`src/rtl/edge_event_capture.sv`:
```
// Multi-channel edge capture: synchronise, glitch-filter, then derive mode-gated edge pulses,
// sticky pending flags, an aggregated interrupt and a saturating event counter.
module edge_event_capture #(
  parameter int unsigned NUM_CH        = 4,
  parameter int unsigned SYNC_STAGES   = 2,
  parameter int unsigned FILTER_CYCLES = 3,
  parameter int unsigned CNT_W         = 8
) (
  input  logic                clk,
  input  logic                reset,
  input  logic [NUM_CH-1:0]   a_i,
  input  logic [2*NUM_CH-1:0] mode_i,
  input  logic [NUM_CH-1:0]   clear_i,
  input  logic                cnt_clr_i,
  output logic [NUM_CH-1:0]   level_o,
  output logic [NUM_CH-1:0]   rising_edge_o,
  output logic [NUM_CH-1:0]   falling_edge_o,
  output logic [NUM_CH-1:0]   pending_o,
  output logic                irq_o,
  output logic [CNT_W-1:0]    event_cnt_o
);

  localparam int unsigned FW = (FILTER_CYCLES > 1) ? $clog2(FILTER_CYCLES) : 1;
  localparam int unsigned SW = CNT_W + $clog2(2 * NUM_CH) + 1;
  localparam logic [SW-1:0] CntMax = {{(SW - CNT_W){1'b0}}, {CNT_W{1'b1}}};

  logic [NUM_CH-1:0] sync_q [SYNC_STAGES];
  logic [NUM_CH-1:0] sync_last;
  logic [NUM_CH-1:0] lvl_q, lvl_d;
  logic [FW-1:0]     fcnt_q [NUM_CH];
  logic [FW-1:0]     fcnt_d [NUM_CH];
  logic [NUM_CH-1:0] rise_en, fall_en;
  logic [NUM_CH-1:0] rise_q, rise_d, fall_q, fall_d;
  logic [NUM_CH-1:0] pend_q, pend_d;
  logic [CNT_W-1:0]  cnt_q, cnt_d;
  logic [SW-1:0]     n_evt, cnt_sum;

  always_ff @(posedge clk or posedge reset) begin
    if (reset) begin
      for (int s = 0; s < SYNC_STAGES; s++) sync_q[s] <= '0;
    end else begin
      sync_q[0] <= a_i;
      for (int s = 1; s < SYNC_STAGES; s++) sync_q[s] <= sync_q[s-1];
    end
  end

  assign sync_last = sync_q[SYNC_STAGES-1];

  // A new value is accepted only after it has differed from lvl for FILTER_CYCLES cycles.
  always_comb begin
    lvl_d = lvl_q;
    for (int i = 0; i < NUM_CH; i++) begin
      fcnt_d[i]  = '0;
      rise_en[i] = mode_i[2*i];
      fall_en[i] = mode_i[2*i+1];
      if (sync_last[i] != lvl_q[i]) begin
        if (fcnt_q[i] == FW'(FILTER_CYCLES - 1)) begin
          lvl_d[i] = sync_last[i];
        end else begin
          fcnt_d[i] = fcnt_q[i] + 1'b1;
        end
      end
    end
  end

  always_comb begin
    rise_d = lvl_d & ~lvl_q & rise_en;
    fall_d = ~lvl_d & lvl_q & fall_en;
    // Set wins over a simultaneous clear.
    pend_d = (pend_q & ~clear_i) | rise_d | fall_d;
    n_evt  = '0;
    for (int i = 0; i < NUM_CH; i++) begin
      n_evt = n_evt + SW'(rise_d[i]) + SW'(fall_d[i]);
    end
    cnt_sum = (cnt_clr_i ? '0 : {{(SW - CNT_W){1'b0}}, cnt_q}) + n_evt;
    cnt_d   = (cnt_sum > CntMax) ? CntMax[CNT_W-1:0] : cnt_sum[CNT_W-1:0];
  end

  always_ff @(posedge clk or posedge reset) begin
    if (reset) begin
      lvl_q  <= '0;
      rise_q <= '0;
      fall_q <= '0;
      pend_q <= '0;
      cnt_q  <= '0;
      for (int i = 0; i < NUM_CH; i++) fcnt_q[i] <= '0;
    end else begin
      lvl_q  <= lvl_d;
      rise_q <= rise_d;
      fall_q <= fall_d;
      pend_q <= pend_d;
      cnt_q  <= cnt_d;
      for (int i = 0; i < NUM_CH; i++) fcnt_q[i] <= fcnt_d[i];
    end
  end

  assign level_o        = lvl_q;
  assign rising_edge_o  = rise_q;
  assign falling_edge_o = fall_q;
  assign pending_o      = pend_q;
  assign irq_o          = |pend_q;
  assign event_cnt_o    = cnt_q;

endmodule
```
`config.mk`:
```
export PLATFORM = sky130hd
export DESIGN_NAME = edge_event_capture
export DESIGN_NICKNAME = d
export VERILOG_FILES = /design/src/rtl/edge_event_capture.sv
export SDC_FILE = /design/constraint.sdc
export NUM_CORES = 1
export LEC_CHECK = 0
export CAP_MARGIN = 10
export CORE_ASPECT_RATIO = 1.2
export CORE_MARGIN = 4
export CORE_UTILIZATION = 45
export CTS_CLUSTER_SIZE = 24
export DETAILED_ROUTE_END_ITERATION = 6
export DONT_BUFFER_PORTS = 1
export PLACE_DENSITY_LB_ADDON = 0.08
export SLEW_MARGIN = 40
export SYNTH_ARGS = -nofsm -noshare
export SYNTH_HDL_FRONTEND = slang
export SYNTH_SLANG_ARGS = --single-unit
```
`constraint.sdc`:
```
create_clock -name clk -period 4.5 [get_ports clk]
set_clock_uncertainty 0.1 [all_clocks]
set_input_delay 0.45 -clock clk [delete_from_list [all_inputs] [get_ports clk]]
set_output_delay 0.45 -clock clk [all_outputs]
set_load 0.01 [all_outputs]
```
# Word-level counts from Yosys, hierarchy flattened
# Index checks and enable logic that the tools add are counted.
# totals
word_cells	61
reg_bits	40
# op_classes
n_reduce_logical	1
n_addsub	12
eq_ne	8
bitwise_logic	10
n_lt_le_gt_ge	1
muxes	18
# op_table
cell	n
$and A4 B4 Y4	5
$mux W2	8
$mux W8	2
$not A4 Y4	3
$add A8 B8 Y9	1
$gt A9 B8 Y1 const B	1
$add A2 B1 Y2 const B	4
$add A7 B1 Y8	1
$eq A2 B2 Y1 const B	4
$mux W1	8
$or A4 B4 Y4	2
$add A6 B1 Y7	1
$add A5 B1 Y6	1
$add A4 B1 Y5	1
$add A3 B1 Y4	1
$ne A1 B1 Y1	4
$reduce_or A4 Y1	1
$add A2 B1 Y3	1
$add A1 B1 Y2	1

# Depth between registers and ports, before layout
# Gate-level depths: netlist of the first run.
# depth
ltp_word	16
ltp_mapped	14
depth_no_buf	14

# Least setup slack after synthesis of the first run
# OpenSTA, ideal clock, no wires.
# synth_path
path_kind	register to register
start	register fcnt_q[4] (netlist name)
end	register cnt_q[6] (netlist: event_cnt_o[6])
path_stages_with_launch	13
arrival_ns	3.783
required_ns	4.272
period_less_slack_ns	4.011
path_slack_ns	0.489
cell_sequence	dfrtp_1 nand2b_1 nor3_1 fa_1 inv_1 fa_1 fa_1 fa_1 fa_1 and2b_1 o21a_1 nor4bb_1 nor3_1
# synth_via
elab_chain_cells	14
word_cells_on_any_way	17
# synth_rtl
item	line	rtl
start: declaration	30	logic [FW-1:0] fcnt_q [NUM_CH];
$eq A2 B2 Y1 (*)	57	if (fcnt_q[i] == FW'(FILTER_CYCLES - 1)) begin
$mux W1 (*)	57	
$mux W1 (*)	56	if (sync_last[i] != lvl_q[i]) begin
$and A4 B4 Y4 (*) (2 in series)	67	rise_d = lvl_d & ~lvl_q & rise_en;
net rise_d[1]	33	logic [NUM_CH-1:0] rise_q, rise_d, fall_q, fall_d;
$add A2 B1 Y3 (*)	73	n_evt = n_evt + SW'(rise_d[i]) + SW'(fall_d[i]);
$add A3 B1 Y4 (*)	73	
$add A4 B1 Y5 (*)	73	
$add A5 B1 Y6 (*)	73	
$add A6 B1 Y7 (*)	73	
$add A7 B1 Y8 (*)	73	
$add A8 B8 Y9 (*)	75	cnt_sum = (cnt_clr_i ? '0 : {{(SW - CNT_W){1'b0}}, cnt_q}) + n_evt;
$gt A9 B8 Y1	76	cnt_d = (cnt_sum > CntMax) ? CntMax[CNT_W-1:0] : cnt_sum[CNT_W-1:0];
$mux W8 (*)	76	
net cnt_d[6]	35	logic [CNT_W-1:0] cnt_q, cnt_d;
end signal: assignment	92	cnt_q <= cnt_d;
end: declaration	35	
# The timed path passes the listed nets; every way through them passes the cells marked *.

# Worst setup path after layout of the first run
# layout_path
start	register fcnt_q[1] (netlist name)
end	register cnt_q[6] (netlist: event_cnt_o[6])
# layout_via
elab_chain_cells	10
word_cells_on_any_way	13
# layout_rtl
item	line
$eq A2 B2 Y1 (*)	57
$mux W1 (*)	57
$mux W1 (*)	56
$and A4 B4 Y4 (*) (2 in series)	67
net rise_d[3]	33
$add A6 B1 Y7 (*)	73
$add A7 B1 Y8 (*)	73
$add A8 B8 Y9 (*)	75
$gt A9 B8 Y1	76
$mux W8 (*)	76
net cnt_d[6]	35
# Marked as above.

==> results of run 1 <==
-- cell type report --
cell class              instances  area [µm²]
clock buffers                   6       82.58
clock inverters                 2       10.01
fillers                       365        1767
inverters                      14       52.55
multi-input cells              89       720.7
flip-flops and latches         40        1001
well taps                      52       65.06
repair buffers                  3       25.02
-- power by group through the flow --
stage | Combinational (µW) | Sequential (µW) | Clock (µW)
after floorplan | 117 | 495 | 0
after global placement | 135 | 508 | 0
after detailed placement | 139 | 514 | 0
after CTS | 142 | 507 | 247
after global routing | 161 | 518 | 263
final | 138 | 506 | 237
-- layout by cell type, fill, tap and decap left out, types with 2 or more instances in the layout --
cell type / Yosys / final
fa_1: 5 / 5
o21a_1: 2 / 2
nand2_1: 7 / 7
nand4b_1: 4 / 4
clkbuf_8: 0 / 6
buf_4: 0 / 2
a21oi_1: 2 / 2
o21ai_1: 2 / 2
nor2b_1: 7 / 7
clkinv_2: 0 / 2
nor3_1: 8 / 8
nand2b_1: 5 / 5
and2_1: 2 / 2
inv_2: 2 / 2
nor3b_1: 4 / 4
nand3_1: 3 / 3
ha_1: 6 / 6
nor2_1: 3 / 2
xnor2_1: 4 / 4
inv_1: 12 / 12
and2b_1: 3 / 3
a211o_1: 3 / 3
dfrtp_1: 40 / 40
mux2_1: 4 / 4
-- state kept, by name (all words and copies together) (netlist names) --
signal / count
level_o: 4
fcnt_q: 8
falling_edge_o: 4
event_cnt_o: 8
sync_q: 4
sync_last: 4
rising_edge_o: 4
pending_o: 4
-- worst max-delay path, stage by stage, from the launching register on --
cell,delay [ps]
dfrtp_1,370
nor2b_1,240
nand3_1,110
nor2_1,200
fa_1,460
inv_1,90
fa_1,430
fa_1,460
fa_1,430
fa_1,390
and2b_1,260
o21a_1,190
nor4bb_1,270
nor3_1,80
-- worst max-delay path by stage --
stage,start,endpoint,cells after the start,slack [ps]
6_report,fcnt_q[1],event_cnt_o[6],13,300
5_1_grt,fcnt_q[1],event_cnt_o[6],13,30
4_1_cts,fcnt_q[6],event_cnt_o[6],13,220
3_5_place_dp,fcnt_q[6],event_cnt_o[6],13,260
3_3_place_gp,fcnt_q[6],event_cnt_o[6],13,340
2_1_floorplan,fcnt_q[4],event_cnt_o[6],12,490
-- cells in the mapped netlist (all sizes together) (3+ instances only) --
library cell | count | area share [%]
fa | 5 | 5.6
nand2 | 7 | 1.5
nor3 | 8 | 2.3
nand3 | 3 | 0.85
a211o | 3 | 1.5
ha | 6 | 4.2
xnor2 | 4 | 2.0
dfrtp | 40 | 56
nand4b | 4 | 2.0
nand2b | 5 | 1.8
nor2 | 3 | 0.64
and2b | 3 | 1.3
mux2 | 4 | 2.5
nor2b | 7 | 2.5
nor3b | 4 | 1.7
inv | 14 | 3.0
-- repair_timing --
item	4_1_cts	5_1_grt
resized for setup	0	1
endpoints found under the setup margin	0	1
endpoints found under the hold margin	11	0
hold buffers	1	0
-- cell families after synthesis --
group	count (synthesis)
simple gates	53
fa+ha+maj	11
compound gates	15
buf+inv	14
flops	40
xor+xnor	5
mux	5
-- stage by stage --
step	util (%)	total power (µW)
floorplan	-	612.5
global placement	49.73	642.8
detailed placement	49.73	652.8
CTS	52.49	895.6
global route	52.55	941.5
finish	52.55	880.0
-- per-layer routing --
| metal | routed length (µm) | share of wire [%] |
|---|---|---|
| met1 | 1325 | 42 |
| met5 | 0 | 0 |
| met3 | 220 | 7.0 |
| met2 | 1527 | 49 |
| met4 | 48 | 1.5 |
==> flow_summary_export.csv, run 1 <==
group,metric,value,unit
yosys,synth-seq-area-share,56.50,%
pwr,p_int,620.6,µW
floorplan,die_area,5009,µm²
detailed_routing,first_pass_iters,4,
yosys,synth_cell_types,36,
worst_hold_path,holdPathStages,0,
run,maxCapViolations,0,
timing,fin_crit,4195,ps
yosys,yosysWarnings,0,
yosys,async_flop_share,100.0,%
timing,rsz0062_at_grt,"no",
critical_path,cp.required,4570,ps
finish,final_cell_area,1957,µm²
worst_hold_path,hold_start,"a_i[0]",
pwr,pwr-share-seq,57.5,%
placed_design,finalWeightedCongestion,0.8112,
floorplan,start_util,47.58,%
timing,slew_headroom,68.76,%
timing,fin_setup_tns,0,ps
global_routing,grt_max_degree,30,
placed_design,dpl_cell_area,1852,µm²
detailed_routing,drc,0,
critical_path,crit_path_start_kind,"flop",
timing,worst_pin_slew,468.1,ps
yosys,synth.area.mux_share,3.107,%
floorplan,die_w,65.28,µm
placed_design,io_buffers,0,
yosys,avgSynthCellArea,12.39,µm²
detailed_routing,wl_per_cell,15.16,µm
pwr,power_density,449.7,nW/µm²
yosys,syn-num-nets,173,
global_routing,grt_pass1_vias,1157,
timing,timing.hold.ws,89.44,ps
pwr,p_switching,259.3,µW
timing,hold_viol,0,
critical_path,r2r_end,"event_cnt_o[6]",
yosys,yosys.area_share.simple,18.22,%
cts,cts_root_buf,"clkbuf_8",
floorplan,coreArea,3724,µm²
cts,clock_path_buffers,2,
cts,cts_made_buffers,5,
yosys,synth_edf_count,0,
placed_design,dp_cells,197,
global_routing,grt_overflow_total,0,
timing,slew_viol_final,0,
global_routing,gr-usage-met2,23.51,%
yosys,ys_seq_elements,40,
placed_design,dpl.hpwl,2438,µm
timing,setup_viol,0,
critical_path,worst_ep_arrival_time,4260,ps
detailed_routing,ant_nets,0,
global_routing,grt_pass1_wl,5540,µm
global_routing,use_met1,17.11,%
placed_design,post-place-ws,263.1,ps
floorplan,fp.dieH,76.74,µm
critical_path,r2r_setup_slack,300,ps
detailed_routing,vias,1084,
worst_hold_path,hold_end,"sync_q[4]",
cts,insertion_delay,280,ps
detailed_routing,initialDrtViolationCount,52,
pwr,vdd_drop_max,0.1719,mV
finish,syn_to_final_growth,10.45,%
worst_hold_path,hold_path_class,"in2reg",
yosys,synth_compound_area_share,6.850,%
yosys,ys.flop_type,"dfrtp_1",
critical_path,crit_type,"reg2reg",
finish,diodes,0,
yosys,synth_top_family_by_area,"simple AND/OR/NAND/NOR gates",
critical_path,critPathMaxFanout,3,
global_routing,busiest_layer,"met2",
global_routing,antenna_found_initial,0,
cts,cts_tree,"yes",
yosys,synthXorXnorAreaFrac,2.472,%
pwr,switching_share,29.47,%
pwr,leakagePower,0.0009941,µW
critical_path,reg2regPathDepth,13,
critical_path,end_kind,"flop",
finish,drive_gt1_share,10.39,%
timing,max_freq,0.2384,GHz
pwr,p_comb_share,15.6,%
cts,cts_sinks,40,
yosys,netlist_area,1772,µm²
cts,cts.reportedPaths.clkPinSlew,70,ps
cts,cts_max_level,2,
floorplan,fp-row-count,24,
cts,post_cts.repair.setup_buffers,0,
yosys,syn_inst,143,
yosys,synth_fa_ha_area_share,9.887,%
detailed_routing,via_per_inst,5.262,
status,outcome,"complete, no violations",
global_routing,grt_use_total,14.30,%
finish,stdcell_count,206,
pwr,pwr-share-clk,26.9,%
global_routing,gr-usage-met3,5.117,%
critical_path,r2r-start,"fcnt_q[1]",
finish,fin_nets,183,
timing,finalWorstSetupSlack,304.5,ps
floorplan,num_io_pins,44,
timing,period_share,93.23,%
detailed_routing,wl,3122,µm
Power figures use the tool's default switching activity.
==> inputs of run 2 (changes only) <==
ABC_AREA = 1   (was unset)
HOLD_SLACK_MARGIN = 0.06   (was unset)
TNS_END_PERCENT = 20   (was unset)
==> run 2 against run 1 <==
Effect of this change: count of clock-buffer cells in the layout unchanged; combinational power about the same; cell count up 19%; sequential power down 5.1%; global-route usage increased by 0.49 points; die area increased by 0.56%; worst hold slack got worse by 43 ps; maximum frequency grew 6.7%; register-to-register slack better by 260 ps; highest routed layer unchanged; clock power is 18% higher.
==> flow_summary_export.csv, run 2 <==
group,metric,value,unit
status,outcome,"complete, no violations",
global_routing,antenna_found_initial,0,
finish,drive_gt1_share,8.290,%
finish,fin_nets,222,
cts,clock_path_buffers,2,
finish,multi_input_area,633.1,µm²
critical_path,reg2regPathDepth,16,
worst_hold_path,hold_path_class,"in2async",
yosys,ys_seq_elements,40,
critical_path,cp.required,4620,ps
yosys,synth_cell_types,23,
critical_path,end_kind,"flop",
floorplan,start_util,47.88,%
floorplan,die_w,65.46,µm
critical_path,crit_path_start_kind,"flop",
yosys,ys.flop_type,"dfrtp_1",
yosys,synth-seq-area-share,56.14,%
yosys,syn_inst,183,
yosys,yosysTopAreaCell,"dfrtp_1",
yosys,synth_edf_count,0,
placed_design,dp_cells,236,
critical_path,cp_top_family,"adder cells",
yosys,synthTopCellsByArea,"dfrtp_1 56%, inv_1 8.0%, nand2_1 6.7%, fa_1 5.6%, ha_1 4.2%",
cts,cts_hold_buffers,0,
yosys,avgSynthCellArea,9.743,µm²
global_routing,gr-usage-met3,6.433,%
pwr,p_int,637.1,µW
cts,cts_made_buffers,5,
detailed_routing,initialDrtViolationCount,41,
floorplan,fp-row-count,24,
placed_design,io_buffers,0,
critical_path,r2r_end,"event_cnt_o[2]",
finish,seqCellArea,1001,µm²
run,maxCapViolations,0,
pwr,vdd_drop_max,0.1923,mV
floorplan,num_io_pins,44,
finish,diodes,0,
global_routing,grt_max_degree,23,
cts,cts_sinks,40,
critical_path,crit_type,"reg2reg",
yosys,yosysWarnings,0,
global_routing,use_met1,17.05,%
timing,setup_viol,0,
finish,stdcell_count,245,
pwr,p_switching,262.6,µW
cts,post_cts.repair.setup_buffers,0,
cts,cts_resized,0,
timing,hold_viol,0,
finish,layout_commonest_cell,"dfrtp_1",
yosys,yosysMostFrequentCell,"dfrtp_1",
pwr,power_density,456.0,nW/µm²
global_routing,grt_overflow_total,0,
critical_path,cp_common_cell,"fa_1",
timing,fin_setup_tns,0,ps
global_routing,grt_pass1_wl,5595,µm
cts,cts.reportedPaths.clkPinSlew,70,ps
global_routing,grt_pass1_vias,1187,
timing,max_freq,0.2543,GHz
detailed_routing,via_per_inst,4.743,
detailed_routing,first_pass_iters,4,
pwr,p_comb_share,15.6,%
placed_design,dpl.hpwl,2577,µm
yosys,netlist_area,1783,µm²
detailed_routing,wl,3153,µm
cts,cts_tree,"yes",
pwr,leakagePower,0.001119,µW
floorplan,coreArea,3724,µm²
pwr,pwr-share-clk,31.0,%
floorplan,fp.dieH,76.96,µm
global_routing,gr-usage-met2,24.32,%
global_routing,busiest_layer,"met2",
yosys,async_flop_share,100.0,%
timing,worst_pin_slew,668.5,ps
cts,cts_root_buf,"clkbuf_8",
critical_path,r2r-start,"fcnt_q[0]",
placed_design,finalWeightedCongestion,0.7663,
floorplan,die_area,5037,µm²
critical_path,worst_ep_arrival_time,4050,ps
timing,period_share,87.40,%
cts,insertion_delay,280,ps
timing,slew_headroom,55.39,%
pwr,pwr-share-seq,53.4,%
critical_path,r2r_setup_slack,570,ps
detailed_routing,wl_per_cell,12.87,µm
cts,cts_max_level,2,
finish,syn_to_final_growth,10.67,%
finish,fillers,380,
pwr,switching_share,29.19,%
critical_path,max_stage_delay,460,ps
finish,layout_common_cells,"40 x dfrtp_1, 38 x inv_1, 32 x nand2_1",
critical_path,critPathBufInv,3,
yosys,synth_top_area_share,56.14,%
timing,slew_viol_final,0,
global_routing,grt_use_total,14.79,%
detailed_routing,ant_nets,0,
critical_path,critPathMaxFanout,8,
timing,rsz0062_at_grt,"no",
yosys,synthTopCellsByCount,"40 x dfrtp_1, 38 x inv_1, 32 x nand2_1, 19 x nor2_1, 10 x nand3_1",
detailed_routing,vias,1162,
detailed_routing,drc,0,
critical_path,crit_slowest_cell,"fa_1",
critical_path,cp_cell_sequence,"inv_1 > nand2_1 > inv_1 > nand2_1 > nor2_1 > fa_1 > inv_1 > fa_1 > fa_1 > fa_1 > fa_1 > o21ai_2 > nand2_2 > nor2_4 > nand2_4 > nand2_1",
timing,fin_crit,3933,ps
yosys,syn-num-nets,213,
## run 2: worst max path at each step
stage | start | endpoint | slack (ps) | depth (start not counted)
final | fcnt_q[0] | event_cnt_o[2] | 570 | 16
after global routing | fcnt_q[0] | event_cnt_o[1] | 290 | 16
after CTS | fcnt_q[0] | event_cnt_o[2] | 510 | 16
after detailed placement | fcnt_q[0] | event_cnt_o[6] | 530 | 16
after global placement | fcnt_q[0] | event_cnt_o[7] | 610 | 16
after floorplan | fcnt_q[7] | event_cnt_o[5] | 840 | 15
## run 2: cells by family (layout without fill, tap and decap cells)
family | Yosys count | in the layout | synth area share, %
buffers and inverters | 39 | 49 | 8.351
and+or+nand+nor | 78 | 78 | 20.00
AOI/OAI and AO/OA | 11 | 11 | 3.719
xor gates and xnor gates | 4 | 4 | 1.965
DFF | 40 | 40 | 56.14
adders and majority gates | 11 | 11 | 9.825
## run 2: final cells by class
cell class	count	area share, %
Tap cell	52	3.297
Multi-Input combinational cell	104	32.09
Clock inverter	2	1.776
Inverter	39	7.546
Sequential cell	40	50.73
Clock buffer	6	3.678
Timing Repair Buffer	2	0.8878
## run 2: metrics by stage
| stage | hold WS (ps) | total power (µW) | utilization, % | setup WS, ps | cell area [µm²] |
|---|---|---|---|---|---|
| after floorplan | 231.2 | 591.4 | - | 842.9 | 1783 |
| after global placement | 232.2 | 623.9 | 49.83 | 610.8 | 1856 |
| after detailed placement | 234.7 | 632.1 | 49.83 | 526.6 | 1856 |
| after CTS | 63.03 | 914.8 | 52.72 | 514.8 | 1963 |
| after global routing | 66.85 | 968.7 | 52.99 | 289.0 | 1973 |
| final | 46.91 | 899.7 | 52.99 | 567.0 | 1973 |
## run 2: routing by layer
layer / vias up / part of all wire (%)
met5: - / 0
met2: 31 / 51
met1: 550 / 39
li1: 576 / -
met4: 0 / 1.4
met3: 5 / 8.3
## run 2: power by group through the flow
stage | Sequential (µW) | Clock [µW] | Combinational (µW)
after CTS | 482 | 289 | 144
after global routing | 490 | 308 | 171
after detailed placement | 489 | 0 | 143
after global placement | 485 | 0 | 139
final | 480 | 279 | 141
after floorplan | 476 | 0 | 115
